[src/rtl/isi_fir_channel.sv]
// isi_fir_channel
//   ISI channel model. A signed PAM symbol stream is convolved with a
//   programmable NUM_TAPS-tap pulse response of signed fixed-point
//   coefficients. The result is rounded half-up, saturated and registered.
//   Latency is fixed at 2 cycles and throughput is 1 sample per clock.
//
// Ports
//   clk              clock
//   rst              synchronous active-high reset; coefficients return to identity
//   coef_wr_en       coefficient write strobe
//   coef_wr_addr     tap index to write; 0 is the main cursor
//   coef_wr_data     signed coefficient value
//   signal_in        signed input symbol
//   signal_in_valid  input sample qualifier; the delay line shifts only when it is set
//   signal_out       signed, saturated channel output
//   signal_out_valid output qualifier
//   sat_flag         signal_out was clipped; meaningful only with signal_out_valid
module isi_fir_channel #(
  parameter int NUM_TAPS          = 4,
  parameter int SIGNAL_RESOLUTION = 8,
  parameter int COEF_WIDTH        = 8,
  parameter int COEF_FRAC_BITS    = 6,
  parameter int ACC_WIDTH         = SIGNAL_RESOLUTION + COEF_WIDTH + $clog2(NUM_TAPS) + 1,
  localparam int ADDR_WIDTH       = (NUM_TAPS > 1) ? $clog2(NUM_TAPS) : 1
) (
  input  logic                                clk,
  input  logic                                rst,
  input  logic                                coef_wr_en,
  input  logic [ADDR_WIDTH-1:0]               coef_wr_addr,
  input  logic signed [COEF_WIDTH-1:0]        coef_wr_data,
  input  logic signed [SIGNAL_RESOLUTION-1:0] signal_in,
  input  logic                                signal_in_valid,
  output logic signed [SIGNAL_RESOLUTION-1:0] signal_out,
  output logic                                signal_out_valid,
  output logic                                sat_flag
);

  localparam int PROD_WIDTH = SIGNAL_RESOLUTION + COEF_WIDTH;
  // At least one delay-line entry is kept so the array is never zero-sized.
  localparam int X_LEN      = (NUM_TAPS > 1) ? NUM_TAPS - 1 : 1;

  localparam logic [ADDR_WIDTH:0]              NUM_TAPS_L = NUM_TAPS;
  localparam logic signed [COEF_WIDTH-1:0]     COEF_ONE   = COEF_WIDTH'(1 << COEF_FRAC_BITS);
  localparam logic signed [ACC_WIDTH-1:0]      OUT_MAX    = ACC_WIDTH'((1 << (SIGNAL_RESOLUTION - 1)) - 1);
  localparam logic signed [ACC_WIDTH-1:0]      OUT_MIN    = -ACC_WIDTH'(1 << (SIGNAL_RESOLUTION - 1));

  logic signed [COEF_WIDTH-1:0]        coef   [NUM_TAPS];
  logic signed [SIGNAL_RESOLUTION-1:0] x      [X_LEN];
  logic signed [SIGNAL_RESOLUTION-1:0] tap_in [NUM_TAPS];
  logic signed [PROD_WIDTH-1:0]        p      [NUM_TAPS];
  logic                                v1;

  logic signed [ACC_WIDTH-1:0] sum;
  logic signed [ACC_WIDTH-1:0] rounded;
  logic signed [ACC_WIDTH-1:0] clipped;
  logic                        clip;

  // Tap k sees the current sample for k=0 and the delay line otherwise.
  always_comb begin
    tap_in[0] = signal_in;
    for (int unsigned k = 1; k < NUM_TAPS; k++) begin
      tap_in[k] = x[k-1];
    end
  end

  // Coefficient store, delay line and product stage.
  // The product uses the coefficient value held before this edge, so a
  // write coinciding with a valid sample only affects later samples.
  always_ff @(posedge clk) begin
    if (rst) begin
      for (int unsigned k = 0; k < NUM_TAPS; k++) begin
        coef[k] <= (k == 0) ? COEF_ONE : '0;
        p[k]    <= '0;
      end
      for (int unsigned k = 0; k < X_LEN; k++) begin
        x[k] <= '0;
      end
      v1 <= 1'b0;
    end else begin
      if (coef_wr_en && ({1'b0, coef_wr_addr} < NUM_TAPS_L)) begin
        coef[coef_wr_addr] <= coef_wr_data;
      end
      v1 <= signal_in_valid;
      if (signal_in_valid) begin
        for (int unsigned k = 0; k < NUM_TAPS; k++) begin
          p[k] <= PROD_WIDTH'(tap_in[k]) * PROD_WIDTH'(coef[k]);
        end
        x[0] <= signal_in;
        for (int unsigned k = 1; k < X_LEN; k++) begin
          x[k] <= x[k-1];
        end
      end
    end
  end

  always_comb begin
    sum = '0;
    for (int unsigned k = 0; k < NUM_TAPS; k++) begin
      sum = sum + ACC_WIDTH'(p[k]);
    end
  end

  // Round half up with an arithmetic shift; the accumulator carries one
  // spare bit, so adding the half-LSB cannot overflow.
  generate
    if (COEF_FRAC_BITS > 0) begin : g_round
      localparam logic signed [ACC_WIDTH-1:0] HALF = ACC_WIDTH'(1 << (COEF_FRAC_BITS - 1));
      always_comb rounded = (sum + HALF) >>> COEF_FRAC_BITS;
    end else begin : g_no_round
      always_comb rounded = sum;
    end
  endgenerate

  always_comb begin
    clipped = rounded;
    clip    = 1'b0;
    if (rounded > OUT_MAX) begin
      clipped = OUT_MAX;
      clip    = 1'b1;
    end else if (rounded < OUT_MIN) begin
      clipped = OUT_MIN;
      clip    = 1'b1;
    end
  end

  // Output stage; data and flag hold while no sample is in stage 1.
  always_ff @(posedge clk) begin
    if (rst) begin
      signal_out       <= '0;
      signal_out_valid <= 1'b0;
      sat_flag         <= 1'b0;
    end else begin
      signal_out_valid <= v1;
      if (v1) begin
        signal_out <= clipped[SIGNAL_RESOLUTION-1:0];
        sat_flag   <= clip;
      end
    end
  end

endmodule

[config.mk]
export PLATFORM = sky130hd
export DESIGN_NAME = isi_fir_channel
export DESIGN_NICKNAME = d
export VERILOG_FILES = /design/src/rtl/isi_fir_channel.sv
export SDC_FILE = /design/constraint.sdc
export NUM_CORES = 1
export LEC_CHECK = 0
export CAP_MARGIN = 20
export CORE_ASPECT_RATIO = 0.5
export CORE_MARGIN = 2
export CORE_UTILIZATION = 30
export CTS_CLUSTER_SIZE = 12
export DETAILED_ROUTE_END_ITERATION = 12
export SKIP_CTS_REPAIR_TIMING = 1
export SYNTH_ARGS = -nofsm -noshare
export SYNTH_HDL_FRONTEND = slang
export SYNTH_SLANG_ARGS = --single-unit
[constraint.sdc]
create_clock -name clk -period 11.8 [get_ports clk]
set_input_delay 2.36 -clock clk [delete_from_list [all_inputs] [get_ports clk]]
set_output_delay 2.36 -clock clk [all_outputs]
set_load 0.02 [all_outputs]
# After elaboration in Yosys (flattened, before gate mapping)
# Memory sizes are Yosys's and may differ from the RTL's.
# Cells that the tools add are included.
# word_totals
regBits	11
ramBits	120
input_bits	22
out_inout_bits	10
word_cells	47
memories	3
# memory_table
memory	words	width	read_ports	rd_clocked_by_memory_dff	write_ports	line_no	source
p	4	16	4	0	4	50	logic signed [PROD_WIDTH-1:0] p [NUM_TAPS];
coef	4	8	4	0	4	47	logic signed [COEF_WIDTH-1:0] coef [NUM_TAPS];
x	3	8	3	0	3	48	logic signed [SIGNAL_RESOLUTION-1:0] x [X_LEN];
# op_classes
add_sub_neg	4
n_mul	4
order_cmp	2
mux	22
n_bitwise	7
n_reduce_logical	1
# ops
cell	n
$mul A8 B8 Y16	4
$mux W16	4
$mux W8	6
$add A18 B16 Y19	1
$add A19 B7 Y19 const B	1
$add A17 B16 Y18	1
$add A16 B16 Y17	1
$gt A13 B8 Y1 const B	1
$lt A13 B8 Y1 const B	1
$mux W1	11
$reduce_or A8 Y1	1
$or A1 B1 Y1	7
$mux W2	1

# Depth between registers and ports, before layout
# Gate-level depths: netlist of the first run.
# An unclocked memory read counts as a cell.
# logic_depth
depth_word	8
ltp_mapped	18
mapped_depth_nobuf	18

# Worst setup path after synthesis of the first run
# Ideal clock, no wire load.
# synth_path
path_type	input to register
startpoint	in signal_in[6]
endpoint	mem p[0][13] (netlist bit) (data pin)
setup_time_ns	0.255
arrival_time_ns	5.951
t_required_ns	11.545
setup_slack_ns	5.594
stages	16
path_buffers	0
cell_sequence	and2_1 -> fa_1 -> inv_1 -> fa_1 -> inv_1 -> fa_1 -> inv_1 -> fa_1 -> inv_1 -> ha_1 -> nand2b_1 -> a21oi_1 -> o41ai_1 -> o21ai_0 -> xor2_1 -> and2_1
# synth_rtl
item	line_no	source
from (decl)	31	input logic signed [SIGNAL_RESOLUTION-1:0] signal_in,
to (decl)	50	

==> out/results.tsv, run 1 <==
stage	metric	value	unit
timing	Final min period	6770	ps
worst_setup_path	CP top delay family	adder cells	
status	status	completed	
layout	layout cells sized above 1	0.0322	
place	PortBufs	31	
logic_synthesis	top cells by area, synth	fa_1 31%, edfxtp_1 22%, ha_1 11%	
layout	Nets	2021	
logic_synthesis	post-synthesis sequential area ratio	0.237	
floorplan	Die Wd	332	microns
grt	vias in the first global route	10900	
grt	gr usage total	0.132	
grt	gr ovfl total	0	
power	Pwr Density	221	mW/mm^2
timing	hold slack final	504	ps
power	P_leak	0.00821	uW
clock_tree	CTS max path bufs	2	
floorplan	Starting Density	0.302	
worst_setup_path	Worst setup SP type	input port	
logic_synthesis	number of library cell types mapped by synthesis	54	
clock_tree	clock sinks	131	
routing	DRT Pass-1 Iters	5	
clock_tree	H-Tree Depth	4	
layout	Design Area, Final	0.0180	sq mm
clock_tree	TritonCTS clock tree	yes	
timing	final worst setup slack	5030	ps
logic_synthesis	Main synth FF type	edfxtp_1	
power	Power, Total	3980	uW
clock_tree	number of CTS-inserted buffers	17	
layout	area grow syn2layout	11.2	%
place	Placed Area	0.0173	sq mm
worst_setup_path	CP endpoint kind	register	
floorplan	I/O pins	32	
clock_tree	clock root buffer	clkbuf_16	
timing	final hold violations	0	
worst_setup_path	Reg-to-Reg Start	coef[3][2]	
logic_synthesis	Post-synth EDFFs	120	
clock_tree	Clock Pin Slew Worst Setup and Hold Paths	60	ps
logic_synthesis	Synth area leader	fa_1	
min_path	HP Start	signal_out[7]	
floorplan	# rows	60	
worst_setup_path	Max stage delay on crit path	620	ps
routing	DRC	0	
worst_setup_path	critical path required time	12090	ps
power	Psw	1800	uW
routing	Iter 0 DRT Violations	439	
place	HPWL after DPL	28.0	mm
floorplan	die area	0.0558	sq mm
power	clock power share	0.148	
worst_setup_path	CP Class	in2reg	
layout	diode count	0	
place	routability cong.	0.786	
logic_synthesis	asr flop ratio synth	0	
logic_synthesis	Mapped Avg Cell Area	10.3	sq um
job	Max Cap Viol	0	
min_path	min-delay worst type	reg2reg	
worst_setup_path	CP max stage cell	clkdlybuf4s50_1	
worst_setup_path	Buf+Inv Stages, Crit Path	5	
routing	drt total wl	34.4	mm
worst_setup_path	CP cell instances	clkdlybuf4s50_1, and2_1, fa_1, inv_1, fa_1, inv_1, fa_1, inv_1, fa_1, inv_1, ha_1, nand2b_1, a21oi_1, o41ai_1, o21ai_0, a31oi_1, mux2i_1	
routing	vias per cell	4.39	
timing	Pins Over Slew Limit	0	
timing	final setup fails	0	
worst_setup_path	CP startpoint	signal_in[6]	
logic_synthesis	FF+latch count, synth	131	
power	Gate power share	0.675	
logic_synthesis	syn nets	1986	
floorplan	area of the core	0.0535	sq mm
timing	Slew HR	0.465	
routing	DR WL/cell	14.8	microns
routing	post-route ant nets	0	
layout	FILL cells	5436	
grt	first-pass GRT wire length	58.0	mm
timing	f_max	0.148	GHz
timing	Max Clock Skew	13.0	ps
logic_synthesis	Cells after Synth	1565	
power	Flop pwr share	0.177	
floorplan	die height	168	microns
power	maximum vdd drop	0.000150	V
timing	RSZ-0062 raised after global routing	no	
worst_setup_path	worst-path fanout max	9	
grt	initial antenna violation count	0	
timing	Final period util	0.573	
place	Post-Place Setup Slack	4530	ps
timing	setup TNS	0	ps
clock_tree	clk_lat worst skew	440	ps
power	Internal	2180	uW
logic_synthesis	Yosys top cell area share	0.312	
power	sw frac	0.451	
routing	routed vias	10200	
timing	worst-margin pin slew	800	ps
logic_synthesis	Syn. warnings	0	
logic_synthesis	Synth Cell Area	0.0162	sq mm
grt	pin count of the biggest net entering global routing	61	
worst_setup_path	Critical Path AT	7060	ps
## layout by cell type, fill, tap and decap left out, types with 11 or more instances in the layout
master and count:
nor3_1 15, a21oi_1 23, edfxtp_1 120, clkdlybuf4s50_1 31, fa_1 252, xnor2_1 37, dfxtp_1 11, o21ai_0 16
and2_1 231, a21o_1 14, nand2_1 101, nand2b_1 35, nor2b_1 13, nor2_1 63, clkbuf_16 17, xor2_1 24
ha_1 147, inv_1 345
## flip-flops by register name, indices dropped and copies added, names as in the netlist
| name | cells |
|---|---|
| coef | 32 |
| p | 64 |
| sat_flag | 1 |
| signal_out | 8 |
| signal_out_valid | 1 |
| v1 | 1 |
| x | 24 |
## logic make-up after synthesis
logic type | share of synthesized area
fa+ha+maj | 0.426
buf+inv | 0.0847
compound gates | 0.0456
xor+xnor | 0.0331
mux | 0.00573
simple gates | 0.168
flops | 0.237
## synthesized netlist by cell type (all sizes together) (2+ instances only)
cell	number
nor3	15
a21o	14
nand2	101
mux2i	7
nand2b	35
nor2	64
inv	345
a21boi	10
a211oi	2
o21a	3
nor3b	5
a31oi	4
dfxtp	11
or4	2
or3	6
or2	4
nand3b	4
xor2	24
fa	252
o32ai	7
edfxtp	120
nand3	3
o211ai	6
and3	7
a311oi	2
a31o	2
and2	232
nor2b	13
o21ai	16
xnor2	37
ha	147
clkbuf	19
mux2	2
and3b	2
a21oi	26
o41ai	4
## final cells by class
class	count	area (sq um)	area share
clock inverter	15	216	0.0120
inverter	345	1290	0.0721
sequential	131	3820	0.213
multi-input combinational	1070	11000	0.610
clock buffer	17	425	0.0237
timing repair buffer	35	348	0.0194
tap	713	892	0.0497
## worst register-to-register path: cells and delay by family, from the launching register on
kind / cells / cell delay [ps]
AOI/OAI and AO/OA: 5 / 1300
adders and majority gates: 5 / 2170
buffers and inverters: 2 / 120
DFF: 1 / 560
muxes: 1 / 290
and+or+nand+nor: 2 / 390
## routing by layer
layer  part of all wire  track usage  vias to the layer above
met4              0.014       0.0300                        0
met3              0.031       0.0217                       24
met1               0.50        0.184                     5140
met2               0.46        0.216                      116
met5                  0            0                        -
li1                   -            -                     4929
## path summary, 6_finish.rpt
| check | to | slack, ps | cells past startpoint |
|---|---|---|---|
| max | p[0][15] | 5030 | 17 |
| min | signal_out[7] | 500 | 2 |
| max reg2reg | p[3][15] | 6780 | 15 |
| min reg2reg | signal_out[7] | 500 | 2 |
## metrics by stage
stage | util | std cells
floorplan | - | 1565
global placement | 0.324 | 2293
detailed placement | 0.324 | 2293
CTS | 0.336 | 2325
global route | 0.336 | 2326
finish | 0.336 | 2326
## power by group through the flow
stage                     Combinational, uW  Sequential [uW]  Clock [uW]
after floorplan                        2150              679           0
after global placement                 2660              713           0
after detailed placement               2710              714           0
after CTS                              2730              705         602
after global routing                   3110              714         621
final                                  2690              704         588
No activity file was read; power rests on OpenSTA's default activity.
==> inputs of run 2 (changes only) <==
==> constraint.sdc (replaced) <==
create_clock -name clk -period 6.4 [get_ports clk]
set_input_delay 1.28 -clock clk [delete_from_list [all_inputs] [get_ports clk]]
set_output_delay 1.28 -clock clk [all_outputs]
set_load 0.02 [all_outputs]
==> out/results.tsv, run 2 (synthesis gave the netlist of run 1 again) <==
stage	metric	value	unit
status	status	completed	
clock_tree	clk_lat worst skew	440	ps
clock_tree	clock root buffer	clkbuf_16	
power	Internal	3900	uW
floorplan	Die Wd	332	microns
floorplan	die height	168	microns
worst_setup_path	Critical Path AT	5890	ps
worst_setup_path	most used cell, CP	fa_1	
worst_setup_path	Worst setup SP type	input port	
clock_tree	H-Tree Depth	4	
place	HPWL after DPL	28.5	mm
grt	vias in the first global route	10800	
grt	met2 Usage GRT	0.219	
clock_tree	TritonCTS clock tree	yes	
routing	DRT Pass-1 Iters	5	
layout	commonest non-fill, non-tap cells in the layout	345 x inv_1, 252 x fa_1, 231 x and2_1, 147 x ha_1, 120 x edfxtp_1	
worst_setup_path	stages on the worst setup path	16	
layout	diode count	0	
layout	Nets	2023	
floorplan	die area	0.0558	sq mm
timing	f_max	0.179	GHz
worst_setup_path	CP endpoint kind	register	
grt	met3 GRT Util	0.0211	
timing	final hold violations	0	
clock_tree	clock sinks	131	
worst_setup_path	CP startpoint	signal_in[3]	
power	Flop pwr share	0.179	
timing	worst-margin pin slew	863	ps
worst_setup_path	CP Class	in2reg	
routing	Iter 0 DRT Violations	507	
worst_setup_path	CP cell instances	clkdlybuf4s50_1, and2_1, fa_1, inv_1, fa_1, fa_1, fa_1, inv_1, ha_1, a21oi_1, nand2b_1, a21oi_1, o41ai_1, o21ai_0, a31oi_1, mux2i_1	
clock_tree	number of CTS-inserted buffers	17	
routing	drt total wl	34.4	mm
timing	setup TNS	0	ps
min_path	HP Start	signal_out[7]	
layout	biggest regs	p x64, coef x32, x x24	
routing	DRC	0	
worst_setup_path	critical path required time	6690	ps
min_path	min-delay worst type	reg2reg	
grt	M1 GR Usage	0.184	
grt	initial antenna violation count	0	
worst_setup_path	Reg-to-Reg Start	coef[3][2]	
power	clock power share	0.132	
worst_setup_path	Buf+Inv Stages, Crit Path	3	
timing	hold slack final	506	ps
worst_setup_path	Worst R2R Setup Slack	1300	ps
place	PortBufs	31	
floorplan	area of the core	0.0535	sq mm
routing	DR WL/cell	14.8	microns
worst_setup_path	CP top delay family	adder cells	
place	routability cong.	0.794	
timing	Max Clock Skew	9.78	ps
timing	Slew HR	0.424	
timing	Final period util	0.875	
power	Psw	3290	uW
grt	pin count of the biggest net entering global routing	62	
clock_tree	CTS max path bufs	2	
layout	area grow syn2layout	10.7	%
floorplan	# rows	60	
floorplan	I/O pins	32	
power	P_leak	0.00817	uW
clock_tree	Clock Pin Slew Worst Setup and Hold Paths	60	ps
worst_setup_path	CP max stage cell	clkdlybuf4s50_1	
routing	routed vias	10100	
timing	final setup fails	0	
power	maximum vdd drop	0.000243	V
routing	vias per cell	4.35	
layout	layout cells sized above 1	0.0328	
timing	Final min period	5600	ps
layout	FILL cells	5486	
grt	GRT busiest layer	met2	
timing	RSZ-0062 raised after global routing	no	
layout	commonest non-fill, non-tap cell in the layout	inv_1	
worst_setup_path	Worst setup endpoint	p[0][15]	
grt	gr ovfl total	0	
worst_setup_path	worst-path fanout max	9	
worst_setup_path	RR Endpoint	p[3][15]	
grt	first-pass GRT wire length	57.8	mm
power	Gate power share	0.689	
job	Max Cap Viol	0	
timing	Pins Over Slew Limit	0	
power	Pwr Density	402	mW/mm^2
layout	final core utilization	0.335	
routing	post-route ant nets	0	
layout	max reg flops	64	
grt	gr usage total	0.132	
layout	largest reg by FF count	p	
floorplan	Starting Density	0.302	
worst_setup_path	Worst Reg2Reg Path Length in Cells	15	
worst_setup_path	Max stage delay on crit path	560	ps
power	sw frac	0.458	
-- run 2: changes by cell type in the layout (fill, tap and decap cells not counted), sizes merged --
cell,delta
inv,-2
bufinv,-3
clkinvlp,+2
buf,+2
clkinv,+2
-- run 2: layer usage --
metal	routed length (microns)	share of wire	vias to the layer above
met4	326	0.0095	0
met2	15800	0.46	127
met1	17200	0.50	5032
met5	0	0	-
met3	1130	0.033	25
li1	-	-	4928
-- run 2: worst min path at each step --
stage               cells past startpoint            end
floorplan                               2  signal_out[0]
global placement                        2  signal_out[7]
detailed placement                      2  signal_out[7]
CTS                                     2  signal_out[7]
global route                            2       sat_flag
finish                                  2  signal_out[7]
-- run 2: worst min-delay path, cell delays in order, from the launching register on --
cell     delay [ps]
dfxtp_1         330
mux2i_1          70
nor2_1           70
-- run 2: power groups by stage --
| stage | sequential [uW] | clock (uW) | combinational, uW |
|---|---|---|---|
| global placement | 1300 | 0 | 4920 |
| floorplan | 1250 | 0 | 3950 |
| CTS | 1290 | 960 | 5020 |
| finish | 1290 | 947 | 4950 |
| detailed placement | 1310 | 0 | 4960 |
| global route | 1310 | 999 | 5740 |
-- run 2: layout make-up --
cell class	count	area, sq um	share of cell area
well taps	713	892	0.0499
repair buffers	37	355	0.0199
multi-input cells	1070	11000	0.613
clock inverters	14	129	0.00721
flip-flops and latches	131	3820	0.214
clock buffers	17	425	0.0238
inverters	345	1290	0.0724
-- run 2: metrics by stage --
stage / area, sq um / cells / worst slack (ps) / total power [uW]
4_1_cts: 17900 / 2327 / 854 / 7270
6_report: 17900 / 2327 / 798 / 7190
3_3_place_gp: 17300 / 2296 / 467 / 6220
2_1_floorplan: 16200 / 1565 / 1270 / 5210
5_1_grt: 17900 / 2327 / 480 / 8050
3_5_place_dp: 17300 / 2296 / 405 / 6270
==> inputs of run 3 (changes only) <==
--- a/config.mk
+++ b/config.mk
@@ -11,6 +11,7 @@
 export CORE_UTILIZATION = 30
 export CTS_CLUSTER_SIZE = 12
 export DETAILED_ROUTE_END_ITERATION = 12
+export GPL_ROUTABILITY_DRIVEN = 0
 export SKIP_CTS_REPAIR_TIMING = 1
 export SYNTH_ARGS = -nofsm -noshare
 export SYNTH_HDL_FRONTEND = slang
==> constraint.sdc (replaced) <==
create_clock -name clk -period 5 [get_ports clk]
set_input_delay 1 -clock clk [delete_from_list [all_inputs] [get_ports clk]]
set_output_delay 1 -clock clk [all_outputs]
set_load 0.02 [all_outputs]
==> out/results.tsv, run 3 (synthesis gave the netlist of run 1 again) <==
stage	metric	value	unit
status	status	completed	
clock_tree	clk_lat worst skew	440	ps
timing	Slew HR	0.445	
clock_tree	number of CTS-inserted buffers	17	
layout	largest reg by FF count	p	
min_path	min-delay worst type	reg2reg	
min_path	worst hold path depth	2	
grt	met2 Usage GRT	0.219	
layout	register area	0.00382	sq mm
layout	max reg flops	64	
floorplan	I/O pins	32	
grt	GRT busiest layer	met2	
floorplan	Die Wd	332	microns
floorplan	die area	0.0558	sq mm
layout	final core utilization	0.346	
timing	worst-margin pin slew	830	ps
worst_setup_path	CP endpoint kind	register	
floorplan	die height	168	microns
timing	Final period util	0.971	
floorplan	# rows	60	
layout	commonest non-fill, non-tap cell in the layout	inv_1	
place	Placed Cells incl. Taps	2354	
clock_tree	Clock Pin Slew Worst Setup and Hold Paths	60	ps
worst_setup_path	Worst setup SP type	input port	
timing	Pins Over Slew Limit	0	
routing	post-route ant nets	0	
layout	Design Area, Final	0.0185	sq mm
power	maximum vdd drop	0.000312	V
clock_tree	H-Tree Depth	4	
routing	DRC	0	
worst_setup_path	Worst Reg2Reg Path Length in Cells	16	
grt	vias in the first global route	11300	
grt	gr usage total	0.133	
worst_setup_path	CP cell instances	clkdlybuf4s50_1, and2_1, fa_1, inv_1, fa_1, inv_1, fa_1, inv_1, fa_1, inv_1, ha_1, nand2b_1, a21oi_2, o41ai_2, buf_4, o21ai_2, a31oi_1, mux2i_1	
worst_setup_path	Critical Path AT	5140	ps
layout	Multi-input gate area	0.0110	sq mm
timing	Max Clock Skew	9.72	ps
timing	f_max	0.206	GHz
grt	M1 GR Usage	0.186	
routing	routed vias	10400	
worst_setup_path	CP Class	in2reg	
floorplan	area of the core	0.0535	sq mm
grt	met3 GRT Util	0.0219	
place	PortBufs	31	
grt	gr ovfl total	0	
worst_setup_path	Max stage delay on crit path	530	ps
timing	RSZ-0062 raised after global routing	yes	
place	Placed Area	0.0178	sq mm
layout	layout cells sized above 1	0.0798	
floorplan	Starting Density	0.302	
routing	DR WL/cell	14.4	microns
layout	area grow syn2layout	14.4	%
layout	FILL cells	5405	
routing	DRT Pass-1 Iters	5	
grt	pin count of the biggest net entering global routing	62	
layout	Nets	2088	
worst_setup_path	critical path required time	5290	ps
worst_setup_path	CP max stage cell	fa_1	
grt	initial antenna violation count	1	
timing	final hold violations	0	
clock_tree	TritonCTS clock tree	yes	
layout	biggest regs	p x64, coef x32, x x24	
routing	vias per cell	4.34	
timing	Final min period	4850	ps
job	Max Cap Viol	0	
clock_tree	clock sinks	131	
timing	final setup fails	0	
layout	final cell count without fillers	2393	
clock_tree	CTS max path bufs	2	
power	Pwr Density	517	mW/mm^2
worst_setup_path	worst-path fanout max	3	
routing	drt total wl	34.4	mm
grt	first-pass GRT wire length	59.0	mm
power	P_leak	0.00857	uW
clock_tree	clock root buffer	clkbuf_16	
routing	Iter 0 DRT Violations	463	
layout	diode count	0	
place	HPWL after DPL	28.7	mm
layout	commonest non-fill, non-tap cells in the layout	344 x inv_1, 252 x fa_1, 230 x and2_1, 147 x ha_1, 120 x edfxtp_1	
run 3: stage by stage:
step	setup WS, ps	setup TNS (ps)	hold WS, ps	power, uW
after floorplan	154	0	534	6660
after global placement	-462	-2260	487	8220
after detailed placement	-497	-2380	506	8280
after CTS	-47.7	-68.4	514	9590
after global routing	-82.6	-142	573	10700
final	147	0	509	9570
run 3: cell type report:
| cell class | count | share of cell area |
|---|---|---|
| tap | 713 | 0.0483 |
| sequential | 131 | 0.207 |
| inverter | 345 | 0.0701 |
| clock inverter | 14 | 0.00819 |
| timing repair buffer | 102 | 0.0462 |
| multi-input combinational | 1070 | 0.597 |
| clock buffer | 18 | 0.0232 |
run 3: report_power, final:
group / switching (uW) / internal [uW] / leakage (uW) / total [uW]
registers: 174 / 1460 / 0.00137 / 1640
clock network: 513 / 739 / 0.000283 / 1250
logic: 3580 / 3100 / 0.00692 / 6680
total: 4270 / 5300 / 0.00857 / 9570
run 3: worst paths after layout:
check	from	endpoint	slack [ps]
hold reg to reg	sat_flag	sat_flag	510
setup reg to reg	coef[3][2]	p[3][15]	180
hold / removal	sat_flag	sat_flag	510
setup / recovery	signal_in[6]	p[0][15]	150
run 3: per-layer routing:
layer  up-vias  wire, microns
met5         -              0
met3        23           1080
met1      5219          17400
li1       5052              -
met4         0            370
met2       100          15600
run 3: critical path, delay by kind of cell:
family / cells / cell delay, ps
adders and majority gates: 5 / 2320
buffers and inverters: 6 / 810
AOI/OAI and AO/OA: 4 / 500
and+or+nand+nor: 2 / 300
muxes: 1 / 210
